### src/rtl/ram_ctrl_pkg.sv
// Shared layout for the matrix RAM controllers.
// Holds the bus packet shape (beats per packet, which beats carry data, packets
// per transfer), the per-data-beat RAM address and lane-keep tables, the read
// FSM state encoding and a lane-masking helper. The write controller imports
// the same constants so both ends agree on where each matrix element lives.
package ram_ctrl_pkg;

    localparam int BEATS   = 10;
    localparam int PKT_NUM = 3;
    localparam int ENTRIES = PKT_NUM * 2;

    // bit b set: beat b of every packet carries RAM data
    localparam logic [BEATS-1:0] BUS_DATA_VLD = 10'b00_0000_0110;

    localparam logic [3:0] BEAT_LAST = 4'(BEATS - 1);
    localparam logic [1:0] PKT_LAST  = 2'(PKT_NUM - 1);

    // RAM address and lane keep mask per data beat, in consumption order.
    // Mask bit0 keeps [15:0], bit1 keeps [31:16].
    localparam logic [3:0] RADDR [0:ENTRIES-1] = '{4'd0, 4'd2, 4'd3, 4'd5, 4'd6, 4'd8};
    localparam logic [1:0] RD_STRB [0:ENTRIES-1] = '{2'b11, 2'b01, 2'b11, 2'b01, 2'b11, 2'b01};

    typedef enum logic [2:0] {
        ST_IDLE  = 3'd0,
        ST_NEXT  = 3'd1,
        ST_RREQ  = 3'd2,
        ST_RWAIT = 3'd3,
        ST_SEND  = 3'd4,
        ST_DONE  = 3'd5
    } rd_state_e;

    function automatic logic [31:0] mask_lanes(input logic [31:0] data, input logic [1:0] strb);
        return {(strb[1] ? data[31:16] : 16'h0000), (strb[0] ? data[15:0] : 16'h0000)};
    endfunction

endpackage

### src/rtl/ram_rd_control_if.sv
// Downstream packet bus of the matrix RAM read controller.
//   rd_sop  : first beat of a packet (qualified by rd_vld)
//   rd_eop  : last beat of a packet (qualified by rd_vld)
//   rd_vld  : beat valid
//   rd_rdy  : downstream accept; a beat transfers when rd_vld & rd_rdy
//   rd_data : beat payload, zero on non-data beats
// master = packet source (controller), slave = packet sink.
interface ram_rd_control_if;
    logic        rd_sop;
    logic        rd_eop;
    logic        rd_vld;
    logic        rd_rdy;
    logic [31:0] rd_data;

    modport master (
        output rd_sop,
        output rd_eop,
        output rd_vld,
        output rd_data,
        input  rd_rdy
    );

    modport slave (
        input  rd_sop,
        input  rd_eop,
        input  rd_vld,
        input  rd_data,
        output rd_rdy
    );
endinterface

### src/rtl/ram_rd_control.sv
// Matrix RAM read controller.
// On start, reads the 3x3 matrix of 16-bit elements from the 2-lane RAM and
// emits it as PKT_NUM packets of BEATS beats, RAM data on the beats flagged in
// BUS_DATA_VLD, zero elsewhere. Outputs are registered and held while the
// downstream stalls.
// Ports:
//   clk, rst     : clock, asynchronous active-high reset
//   start        : 1-cycle pulse, begins a transfer (ignored while busy)
//   busy         : transfer in progress
//   done         : 1-cycle pulse after the last beat is accepted
//   ram_rd_en    : RAM read strobe
//   ram_rd_addr  : RAM read address (0 when ram_rd_en=0)
//   ram_rd_data  : RAM read data, valid one cycle after ram_rd_en
//   rd           : packet bus, master side
//
// state    | meaning
// ---------+------------------------------------------------------
// ST_IDLE  | waiting for start, counters cleared
// ST_NEXT  | decide whether the current beat needs RAM data
// ST_RREQ  | RAM read strobe out for the current table entry
// ST_RWAIT | RAM data arrives, lanes masked and captured
// ST_SEND  | beat presented, held until rd_rdy
// ST_DONE  | done pulse, then back to idle
module ram_rd_control
    import ram_ctrl_pkg::*;
(
    input  logic                     clk,
    input  logic                     rst,
    input  logic                     start,
    output logic                     busy,
    output logic                     done,
    output logic                     ram_rd_en,
    output logic [3:0]               ram_rd_addr,
    input  logic [31:0]              ram_rd_data,
    ram_rd_control_if.master         rd
);

    rd_state_e   state_q, state_d;
    logic [3:0]  beat_q, beat_d;
    logic [1:0]  pkt_q, pkt_d;
    logic [2:0]  entry_q, entry_d;

    logic        busy_q, busy_d;
    logic        done_q, done_d;
    logic        ram_rd_en_q, ram_rd_en_d;
    logic [3:0]  ram_rd_addr_q, ram_rd_addr_d;
    logic        rd_sop_q, rd_sop_d;
    logic        rd_eop_q, rd_eop_d;
    logic        rd_vld_q, rd_vld_d;
    logic [31:0] rd_data_q, rd_data_d;

    always_comb begin
        state_d = state_q;
        beat_d  = beat_q;
        pkt_d   = pkt_q;
        entry_d = entry_q;

        unique case (state_q)
            ST_IDLE: begin
                beat_d  = 4'd0;
                pkt_d   = 2'd0;
                entry_d = 3'd0;
                if (start) begin
                    state_d = ST_NEXT;
                end
            end
            ST_NEXT: begin
                state_d = BUS_DATA_VLD[beat_q] ? ST_RREQ : ST_SEND;
            end
            ST_RREQ: begin
                state_d = ST_RWAIT;
            end
            ST_RWAIT: begin
                entry_d = entry_q + 3'd1;
                state_d = ST_SEND;
            end
            ST_SEND: begin
                if (rd.rd_rdy) begin
                    if (beat_q != BEAT_LAST) begin
                        beat_d  = beat_q + 4'd1;
                        state_d = ST_NEXT;
                    end else if (pkt_q != PKT_LAST) begin
                        beat_d  = 4'd0;
                        pkt_d   = pkt_q + 2'd1;
                        state_d = ST_NEXT;
                    end else begin
                        beat_d  = 4'd0;
                        state_d = ST_DONE;
                    end
                end
            end
            ST_DONE: begin
                state_d = ST_IDLE;
            end
            default: begin
                state_d = ST_IDLE;
            end
        endcase
    end

    // Outputs are decoded from the next state so they line up with the state
    // register. beat_q never changes on entry to or while in SEND, so it is
    // the beat being presented.
    always_comb begin
        busy_d        = (state_d == ST_NEXT) || (state_d == ST_RREQ) ||
                        (state_d == ST_RWAIT) || (state_d == ST_SEND);
        done_d        = (state_d == ST_DONE);
        ram_rd_en_d   = (state_d == ST_RREQ);
        ram_rd_addr_d = (state_d == ST_RREQ) ? RADDR[entry_q] : 4'd0;
        rd_vld_d      = (state_d == ST_SEND);
        rd_sop_d      = (state_d == ST_SEND) && (beat_q == 4'd0);
        rd_eop_d      = (state_d == ST_SEND) && (beat_q == BEAT_LAST);

        rd_data_d = 32'h0;
        if (state_d == ST_SEND) begin
            if (state_q == ST_SEND) begin
                rd_data_d = rd_data_q;
            end else if (state_q == ST_RWAIT) begin
                rd_data_d = mask_lanes(ram_rd_data, RD_STRB[entry_q]);
            end
        end
    end

    always_ff @(posedge clk or posedge rst) begin
        if (rst) begin
            state_q       <= ST_IDLE;
            beat_q        <= 4'd0;
            pkt_q         <= 2'd0;
            entry_q       <= 3'd0;
            busy_q        <= 1'b0;
            done_q        <= 1'b0;
            ram_rd_en_q   <= 1'b0;
            ram_rd_addr_q <= 4'd0;
            rd_sop_q      <= 1'b0;
            rd_eop_q      <= 1'b0;
            rd_vld_q      <= 1'b0;
            rd_data_q     <= 32'h0;
        end else begin
            state_q       <= state_d;
            beat_q        <= beat_d;
            pkt_q         <= pkt_d;
            entry_q       <= entry_d;
            busy_q        <= busy_d;
            done_q        <= done_d;
            ram_rd_en_q   <= ram_rd_en_d;
            ram_rd_addr_q <= ram_rd_addr_d;
            rd_sop_q      <= rd_sop_d;
            rd_eop_q      <= rd_eop_d;
            rd_vld_q      <= rd_vld_d;
            rd_data_q     <= rd_data_d;
        end
    end

    assign busy        = busy_q;
    assign done        = done_q;
    assign ram_rd_en   = ram_rd_en_q;
    assign ram_rd_addr = ram_rd_addr_q;
    assign rd.rd_sop   = rd_sop_q;
    assign rd.rd_eop   = rd_eop_q;
    assign rd.rd_vld   = rd_vld_q;
    assign rd.rd_data  = rd_data_q;

endmodule

### src/flat_wrapper.sv
// flat-port wrapper written by rule: the top's interface ports become plain ports
module ram_rd_control_flat import ram_ctrl_pkg::*;
  (clk, rst, start, busy, done, ram_rd_en, ram_rd_addr, ram_rd_data, rd_rd_sop, rd_rd_eop, rd_rd_vld, rd_rd_data, rd_rd_rdy);
  ram_rd_control_if rd_i ();
  input  logic clk;
  input  logic rst;
  input  logic start;
  output logic busy;
  output logic done;
  output logic ram_rd_en;
  output logic [3:0] ram_rd_addr;
  input  logic [31:0] ram_rd_data;
  output wire logic [$bits(rd_i.rd_sop)-1:0] rd_rd_sop;
  output wire logic [$bits(rd_i.rd_eop)-1:0] rd_rd_eop;
  output wire logic [$bits(rd_i.rd_vld)-1:0] rd_rd_vld;
  output wire logic [$bits(rd_i.rd_data)-1:0] rd_rd_data;
  input wire logic [$bits(rd_i.rd_rdy)-1:0] rd_rd_rdy;
  assign rd_rd_sop = rd_i.rd_sop;
  assign rd_rd_eop = rd_i.rd_eop;
  assign rd_rd_vld = rd_i.rd_vld;
  assign rd_rd_data = rd_i.rd_data;
  assign rd_i.rd_rdy = rd_rd_rdy;
  ram_rd_control u_core (.clk(clk), .rst(rst), .start(start), .busy(busy), .done(done), .ram_rd_en(ram_rd_en), .ram_rd_addr(ram_rd_addr), .ram_rd_data(ram_rd_data), .rd(rd_i));
endmodule
### config.mk
export PLATFORM = sky130hd
export DESIGN_NAME = ram_rd_control_flat
export DESIGN_NICKNAME = d
export VERILOG_FILES = /design/src/rtl/ram_ctrl_pkg.sv /design/src/rtl/ram_rd_control_if.sv /design/src/rtl/ram_rd_control.sv /design/src/flat_wrapper.sv
export SDC_FILE = /design/constraint.sdc
export NUM_CORES = 1
export LEC_CHECK = 0
export BUFFER_PORTS_ARGS = -buffer_cell sky130_fd_sc_hd__buf_2
export CAP_MARGIN = 40
export CORE_MARGIN = 3
export CORE_UTILIZATION = 52
export DETAILED_ROUTE_END_ITERATION = 10
export PLACE_DENSITY = 0.88
export REMOVE_ABC_BUFFERS = 1
export SYNTH_ARGS = -nofsm -noshare
export SYNTH_HDL_FRONTEND = slang
export SYNTH_SLANG_ARGS = --single-unit
### constraint.sdc
create_clock -name clk -period 2.6 [get_ports clk]
set_input_delay 0.39 -clock clk [delete_from_list [all_inputs] [get_ports clk]]
set_output_delay 0.39 -clock clk [all_outputs]
set_load 0.02 [all_outputs]
==> impl_metrics.ini, run 1 <==
[status]
status = complete, no violations

[floorplanning]
coreArea_sq_mm = 0.00414
pin_count = 78
die_y_um = 72.7
die_area_sq_mm = 0.00529
rows = 23
die_w_um = 72.7
initial_utilization_pct = 55.9

[layout]
diodes = 0
fillers = 331
mostFrequentLayoutCells = buf_2, dfrtp_1, nor2_1
drive_gt1_share_pct = 32.3
register_area_sq_mm = 0.00135
final_common_cell = buf_2
fin_util_pct = 68.4
multi_input_area_sq_um = 855
nets = 325
synthToLayoutAreaGrowth_pct = 22.5

[hold_path]
hp-class = input port to asynchronous set/reset pin

[power]
seq_power_share_pct = 45.4
p_sw_share_pct = 36.2
netSwitchingPower_uw = 828
p_int_uw = 1460
p_per_area_mw_per_mm2 = 807
combPwrFrac_pct = 31.0
ir_worst_vdd_mv = 0.643
leakage_uw = 0.00145
clkPwrFrac_pct = 23.5

[sta]
rsz0062_at_grt = false
final.period_utilization_pct = 71.2
max_slew_margin_pct = 56.8
fin_ws_ps = 748
worstMarginPinSlew_ps = 648
skew_ps = 4.01
hold_violations = 0
period_needed_ps = 1850
setup_viol = 0
fmax_mhz = 540
slew_viol_final = 0

[route]
post_drt_wl_per_cell_um = 14.9
remaining_drc_errors = 0
ant_nets = 0
wirelength_um = 4990
dr.pass1.iters = 4
num_vias = 1868
viasPerCell = 5.58
drt_first_iter_violations = 157

[setup_path]
critPathRequiredTime_ps = 2770
cp-end-kind = register
cp.buffers_inverters = 2
crit_path_max_fanout = 35
crit_family = buffers and inverters
slowest_stage = dfrtp_1
path_class = register to register
path_cells = inv_1 > ha_1 > nor4b_2 > a2bb2oi_2 > buf_4 > nor2_1
crit_path_start_kind = register
arrival_ps = 2020
max_stage_delay_ps = 400

[yosys]
yosysUniqueCellTypes = 40
avgSynthCellArea_sq_um = 10.9
synth-edff-count = 0
synth_top_area_share_pct = 58.4
synth_area_leaders = dfrtp_1, a22oi_1, nor2_1
synth-seq-cells = 54
synth-main-ff-cell = dfrtp_1
ys_seq_area_share_pct = 58.4
synthCells = 212
synth_area_leader_cell = dfrtp_1
ys_warn_count = 0
synth_area_sq_mm = 0.00231
async_flop_share_pct = 100

[clock_network]
cts_resized = 0
clkTransAtPathRegs_ps = 90
clock_latency_ps = 300
cts_tree = yes
holdBufCountCts = 0
root_buffer = clkbuf_8
cts.path.max_buffers = 2
cts_sinks = 54
numCtsBuffers = 5
htreeDepth = 2
post_cts_buffers = 0

[place]
port_buffers = 77
gp_congestion = 0.805
pre_cts_slack_ps = 748
hpwl_um = 3500

[global_route]
overflow = 0
grt_pass1_wl_um = 8340
antenna_found_initial = 0
grt_pass1_vias = 1820
grt_max_degree = 55
grt_usage_pct = 20.1

[run]
maxCapViolations = 0
## power by group through the flow
stage          Sequential (uW)  Combinational (uW)  Clock [uW]
3_3_place_gp              1050                 694           0
4_1_cts                   1040                 717         556
5_1_grt                   1050                 797         593
2_1_floorplan             1060                 436           0
6_report                  1040                 710         539
3_5_place_dp              1050                 709           0
## worst paths after layout
| check | from | endpoint | slack [ps] | depth (start not counted) |
|---|---|---|---|---|
| setup / recovery | u_core.beat_q[0] | u_core.rd.rd_data[0] | 750 | 6 |
| hold / removal | rst | u_core.rd.rd_data[23] | 270 | 3 |
| setup reg to reg | u_core.beat_q[0] | u_core.rd.rd_data[0] | 750 | 6 |
| hold reg to reg | u_core.pkt_q[0] | u_core.pkt_q[0] | 490 | 1 |
| max in group asynchronous | rst | u_core.rd.rd_data[27] | 1910 | 3 |
| min in group clk | ram_rd_data[15] | u_core.rd.rd_data[15] | 330 | 3 |
## final cells by class
class	instances	area share, %
clock buffer	7	2.69
clock inverter	1	1.06
inverter	12	1.59
multi-input combinational	130	30.1
sequential	54	47.7
tap	50	2.21
timing repair buffer	81	14.7
## state kept, by name (all words and copies together), names as in the netlist
signal,count
u_core.rd.rd_data,32
u_core.beat_q,4
u_core.ram_rd_addr,4
u_core.entry_q,3
u_core.state_q,3
u_core.pkt_q,2
u_core.busy,1
u_core.done,1
u_core.ram_rd_en,1
u_core.rd.rd_eop,1
u_core.rd.rd_sop,1
u_core.rd.rd_vld,1
## worst reg2reg max path, delay by kind of cell (launching register included)
family | cells | cell delay [ps]
AND/OR/NAND/NOR | 2 | 440
buffers and inverters | 2 | 430
flip-flops | 1 | 400
adder cells (fa/ha/maj) | 1 | 290
AO/OA/AOI/OAI | 1 | 180
## metrics by stage
stage	instances	power, uW	cell area, sq um	hold WS (ps)	setup TNS, ps
after floorplan	196	1500	2240	458	-105
after global placement	327	1740	2730	477	0
after detailed placement	327	1760	2730	480	0
after CTS	335	2310	2840	285	0
after global routing	335	2440	2840	312	0
final	335	2290	2840	272	0
## Yosys cell counts, types with 2 or more instances
master	n
a21o_1	2
a21oi_1	3
a22o_1	3
a22oi_1	32
buf_2	10
clkbuf_1	5
dfrtp_1	54
ha_1	5
inv_1	12
mux2i_1	2
nand2_1	4
nand2b_1	4
nand3_1	3
nand3b_1	2
nand4_1	2
nor2_1	37
o21ai_0	6
o22ai_1	4
## kinds of logic after synthesis
group	synth area share, %
multiplexers	0.865
AO/OA/AOI/OAI	18.0
buffers and inverters	5.24
adder cells (fa/ha/maj)	2.70
AND/OR/NAND/NOR	14.8
flip-flops	58.4
## per-layer routing
metal / share of wire, % / GRT usage (%)
met5: 0 / 0
met4: 0.38 / 5.74
met3: 6.4 / 3.58
met2: 51 / 34.1
met1: 43 / 26.6
Power figures use the tool's default switching activity.
==> run 2: changes to the inputs <==
Settings changed: CORE_UTILIZATION 52 to 45, PLACE_DENSITY 0.88 to 0.81.
Clock period 2.6 ns to 1.55 ns, I/O delays scaled along.
==> impl_metrics.ini, run 2 (synthesized netlist as in run 1, its figures left out) <==
[floorplanning]
pin_count = 78
die_y_um = 77.7
initial_utilization_pct = 47.7
coreArea_sq_mm = 0.00485
rows = 25
die_w_um = 77.7
die_area_sq_mm = 0.00604

[setup_path]
crit_path_start_kind = register
path_class = register to register
critPathRequiredTime_ps = 1780
arrival_ps = 1850
slowest_stage = or4_4
r2r_end = u_core.pkt_q[1]
r2r_slack_ps = -80
r2r_start = u_core.beat_q[1]
max_stage_delay_ps = 520
cp-end-kind = register
worst-r2r-cell-count = 6
path_cells = inv_2 > buf_4 > ha_4 > nand3b_1 > or4_4 > o22ai_2
crit_path_max_fanout = 3

[layout]
largest_reg_flops = 32
final_common_cell = buf_2
drive_gt1_share_pct = 40.9
mostFrequentLayoutCells = buf_2, dfrtp_1, nor2_1
nets = 348
final_cell_count_no_fill = 375
fin_util_pct = 64.2
diodes = 0
synthToLayoutAreaGrowth_pct = 34.4

[sta]
max_slew_margin_pct = 71.4
period_needed_ps = 1630
fmax_mhz = 614
hold_slack_ps = 169
skew_ps = 7.04
final.period_utilization_pct = 105
slew_viol_final = 0
fin_ws_ps = -78.6
setup_viol = 31
hold_violations = 0
finalSetupTns_ps = -450
worstMarginPinSlew_ps = 428
rsz0062_at_grt = true

[power]
leakage_uw = 0.00158
netSwitchingPower_uw = 1550
combPwrFrac_pct = 43.1
p_int_uw = 2630
p_per_area_mw_per_mm2 = 1340
seq_power_share_pct = 38.8
clkPwrFrac_pct = 18.1
p_sw_share_pct = 37.0
ir_worst_vdd_mv = 1.04

[global_route]
grt_pass1_wl_um = 9170
overflow = 0
top_usage_layer = met2
met1_usage_pct = 25.9
grt_pass1_vias = 1938
grt_usage_pct = 18.7
antenna_found_initial = 0
grt_max_degree = 23
grt_use_met3_pct = 3.36
grtUsageMet2_pct = 31.1

[clock_network]
clock_latency_ps = 300
cts.path.max_buffers = 2
htreeDepth = 2
numCtsBuffers = 5
root_buffer = clkbuf_8
cts_sinks = 54
cts_tree = yes
clkTransAtPathRegs_ps = 100

[place]
pre_cts_slack_ps = -103
port_buffers = 77
place_inst = 361
gp_congestion = 0.763
hpwl_um = 3980

[route]
wirelength_um = 5590
num_vias = 1968
remaining_drc_errors = 0
post_drt_wl_per_cell_um = 14.9
ant_nets = 0
dr.pass1.iters = 4
drt_first_iter_violations = 110
viasPerCell = 5.25

[run]
maxCapViolations = 0

[hold_path]
hp-start = ram_rd_data[22]
holdPathEnd = u_core.rd.rd_data[22]
hp-class = input port to register
worstHoldPathCells = 3

[status]
violations = setup timing
status = complete, but fails checks
## run 2: changes by cell type in the layout (fill, tap and decap cells not counted), sizes merged
| cell | previous run | this run |
|---|---|---|
| bufinv | 1 | 0 |
| buf | 81 | 103 |
| clkbuf | 7 | 6 |
| dlygate4sd3 | 0 | 1 |
| clkinv | 0 | 2 |
## run 2: per-layer routing
layer  vias up  routed length (um)
li1        942                   -
met1       974                2430
met2        48                2850
met4         0                  34
met3         4                 272
met5         -                   0
## run 2: how the worst max path moves through the flow
stage	startpoint	endpoint	cells after the start
6_report	u_core.beat_q[1]	u_core.pkt_q[1]	6
5_1_grt	u_core.beat_q[1]	u_core.pkt_q[0]	6
4_1_cts	u_core.beat_q[1]	u_core.pkt_q[1]	6
3_5_place_dp	u_core.beat_q[0]	u_core.ram_rd_addr[0]	6
3_3_place_gp	u_core.beat_q[0]	u_core.rd.rd_data[18]	6
2_1_floorplan	u_core.state_q[2]	u_core.rd.rd_sop	3
## run 2: timing repair
| action | 4_1_cts | 5_1_grt |
|---|---|---|
| hold buffers | 1 | 0 |
| setup buffers | 2 | 3 |
| hold endpoints to repair | 18 | 0 |
| setup endpoints to repair | 43 | 47 |
| pin swaps | 3 | 5 |
| resized for setup | 8 | 10 |
## run 2: critical path: cells and delay by family, from the launching register on
kind / cells / cell delay (ps)
AO/OA/AOI/OAI: 1 / 150
adder cells (fa/ha/maj): 1 / 130
flip-flops: 1 / 400
AND/OR/NAND/NOR: 2 / 650
buffers and inverters: 2 / 220
## run 2: metrics by stage
stage                     area [sq um]  total power (uW)
after floorplan                   2240              2520
after global placement            2890              3190
after detailed placement          2890              3250
after CTS                         3040              4070
after global routing              3110              4440
final                             3110              4180
## run 2: cell type report
class / count / area [sq um]
clock buffers: 6 / 72.6
clock inverters: 2 / 13.8
fillers: 388 / 1740
inverters: 12 / 45.0
multi-input cells: 130 / 922
flip-flops and latches: 54 / 1350
well taps: 67 / 83.8
repair buffers: 104 / 622
## run 2: power groups by stage
stage                     logic (uW)  registers [uW]  clock network (uW)
after CTS                       1680            1610                 779
after global placement          1560            1630                   0
after detailed placement        1610            1640                   0
after floorplan                  731            1790                   0
after global routing            1970            1640                 833
final                           1800            1620                 757
==> run 3: changes to the inputs <==
--- a/config.mk
+++ b/config.mk
@@ -11,4 +11,5 @@
 export CORE_UTILIZATION = 45
 export DETAILED_ROUTE_END_ITERATION = 10
+export GPL_TIMING_DRIVEN = 0
 export PLACE_DENSITY = 0.81
 export REMOVE_ABC_BUFFERS = 1
==> constraint.sdc (replaced) <==
create_clock -name clk -period 1.55 [get_ports clk]
set_input_delay 0.2325 -clock clk [delete_from_list [all_inputs] [get_ports clk]]
set_output_delay 0.2325 -clock clk [all_outputs]
set_load 0.05 [all_outputs]
==> impl_metrics.ini, run 3 (synthesized netlist as in run 1, its figures left out) <==
[setup_path]
r2r_end = u_core.rd.rd_sop
r2r_start = u_core.beat_q[1]
crit_path_start_kind = register
path_class = register to register
arrival_ps = 1780
worst-r2r-cell-count = 7
cp-end-kind = register
crit_path_max_fanout = 8
critPathRequiredTime_ps = 1720
r2r_slack_ps = -60

[clock_network]
numCtsBuffers = 5
cts.path.max_buffers = 2
cts_sinks = 54
cts_tree = yes
htreeDepth = 2
clkTransAtPathRegs_ps = 90
root_buffer = clkbuf_8
clock_latency_ps = 300

[sta]
fmax_mhz = 622
period_needed_ps = 1610
setup_viol = 35
skew_ps = 7.46
rsz0062_at_grt = true
slew_viol_final = 0
final.period_utilization_pct = 104
worstMarginPinSlew_ps = 613
max_slew_margin_pct = 59.1
finalSetupTns_ps = -1340
fin_ws_ps = -57.9
hold_violations = 0

[route]
dr.pass1.iters = 4
wirelength_um = 5730
num_vias = 2049
ant_nets = 0
remaining_drc_errors = 0
drt_first_iter_violations = 111
viasPerCell = 5.49
post_drt_wl_per_cell_um = 15.4

[global_route]
grt_max_degree = 36
overflow = 0
grt_usage_pct = 20.3
grt_pass1_wl_um = 9830
grt_pass1_vias = 2018
antenna_found_initial = 0

[place]
gp_congestion = 0.759
hpwl_um = 3600
pre_cts_slack_ps = -667
place_inst = 343
port_buffers = 77

[status]
violations = setup timing
status = complete, but fails checks

[power]
netSwitchingPower_uw = 1860
p_per_area_mw_per_mm2 = 1490
clkPwrFrac_pct = 15.2
leakage_uw = 0.00158
ir_worst_vdd_mv = 1.24
seq_power_share_pct = 35.2
combPwrFrac_pct = 49.6
p_sw_share_pct = 38.9
p_int_uw = 2910

[floorplanning]
pin_count = 78
coreArea_sq_mm = 0.00485
initial_utilization_pct = 47.7
rows = 25
die_y_um = 77.7
die_area_sq_mm = 0.00604
die_w_um = 77.7

[hold_path]
hp-class = input port to register
hp-start = ram_rd_data[20]
holdPathEnd = u_core.rd.rd_data[20]
worstHoldPathCells = 3

[layout]
diodes = 0
nets = 347
fillers = 376
synthToLayoutAreaGrowth_pct = 38.2
drive_gt1_share_pct = 43.8
largest_reg_flops = 32
final_cell_count_no_fill = 373
mostFrequentLayoutCells = buf_2, dfrtp_1, a22oi_1
final_common_cell = buf_2

[run]
maxCapViolations = 0
run 3: cell count changes in the layout (fill, tap and decap cells not counted), moves of 2 or more:
cell | before | now
a2bb2oi_4 | 0 | 2
buf_4 | 20 | 17
nor2_1 | 37 | 29
buf_6 | 5 | 2
dfrtp_2 | 0 | 3
dfrtp_1 | 54 | 51
nor2_2 | 0 | 7
run 3: worst max-delay path: stages (launching register included):
cell and delay [ps]:
dfrtp_1 370, inv_2 60, ha_4 270, nor4b_4 200, buf_4 200, a2bb2oi_4 170
buf_8 160, nor4b_2 50
run 3: worst max-delay path by stage:
stage,from,end,slack [ps],cells past startpoint
after floorplan,u_core.state_q[2],u_core.rd.rd_sop,-1160,3
after global placement,u_core.state_q[2],u_core.rd.rd_sop,-2250,3
after detailed placement,u_core.state_q[2],u_core.rd.rd_sop,-670,3
after CTS,u_core.beat_q[1],u_core.rd.rd_data[13],-40,7
after global routing,u_core.beat_q[1],u_core.rd.rd_sop,-190,7
final,u_core.beat_q[1],u_core.rd.rd_sop,-60,7
run 3: power groups by stage:
stage / combinational (uW) / clock [uW] / sequential [uW]
after floorplan: 731 / 0 / 1920
after global placement: 1260 / 0 / 1750
after detailed placement: 1430 / 0 / 1770
after CTS: 2190 / 747 / 1670
after global routing: 2550 / 797 / 1700
final: 2360 / 723 / 1680
run 3: layout make-up:
class                      instances  area [sq um]  share of cell area, %
multi-input combinational        131          1010                   31.4
tap                               67          83.8                   2.62
inverter                          12          45.0                   1.41
sequential                        54          1360                   42.4
timing repair buffer             102           633                   19.8
clock buffer                       7          76.3                   2.39
run 3: through the flow:
step                hold slack (ps)  instance area [sq um]  utilization (%)  total power [uW]
finish                          175                   3200             66.0              4770
global route                    186                   3200             66.0              5050
CTS                             174                   3130             64.6              4600
detailed placement              249                   2780             57.4              3200
global placement                476                   2710             55.8              3010
floorplan                       382                   2240                -              2660
run 3: layer usage:
layer	share of wire [%]	routed length, um	vias up	GRT usage (%)
met1	41	2340	1021	26.7
li1	-	-	947	-
met5	0	0	-	0
met3	5.6	320	8	3.25
met4	1.1	63	0	5.34
met2	52	3010	73	34.7
run 3: repair_timing:
item | 4_1_cts | 5_1_grt
gates resized for setup | 18 | 14
hold buffers | 1 | 0
gates cloned | 1 | 0
endpoints found under the setup margin | 46 | 43
pin swaps | 12 | 1
buffers inserted | 20 | 1
hold endpoints to repair | 19 | 0
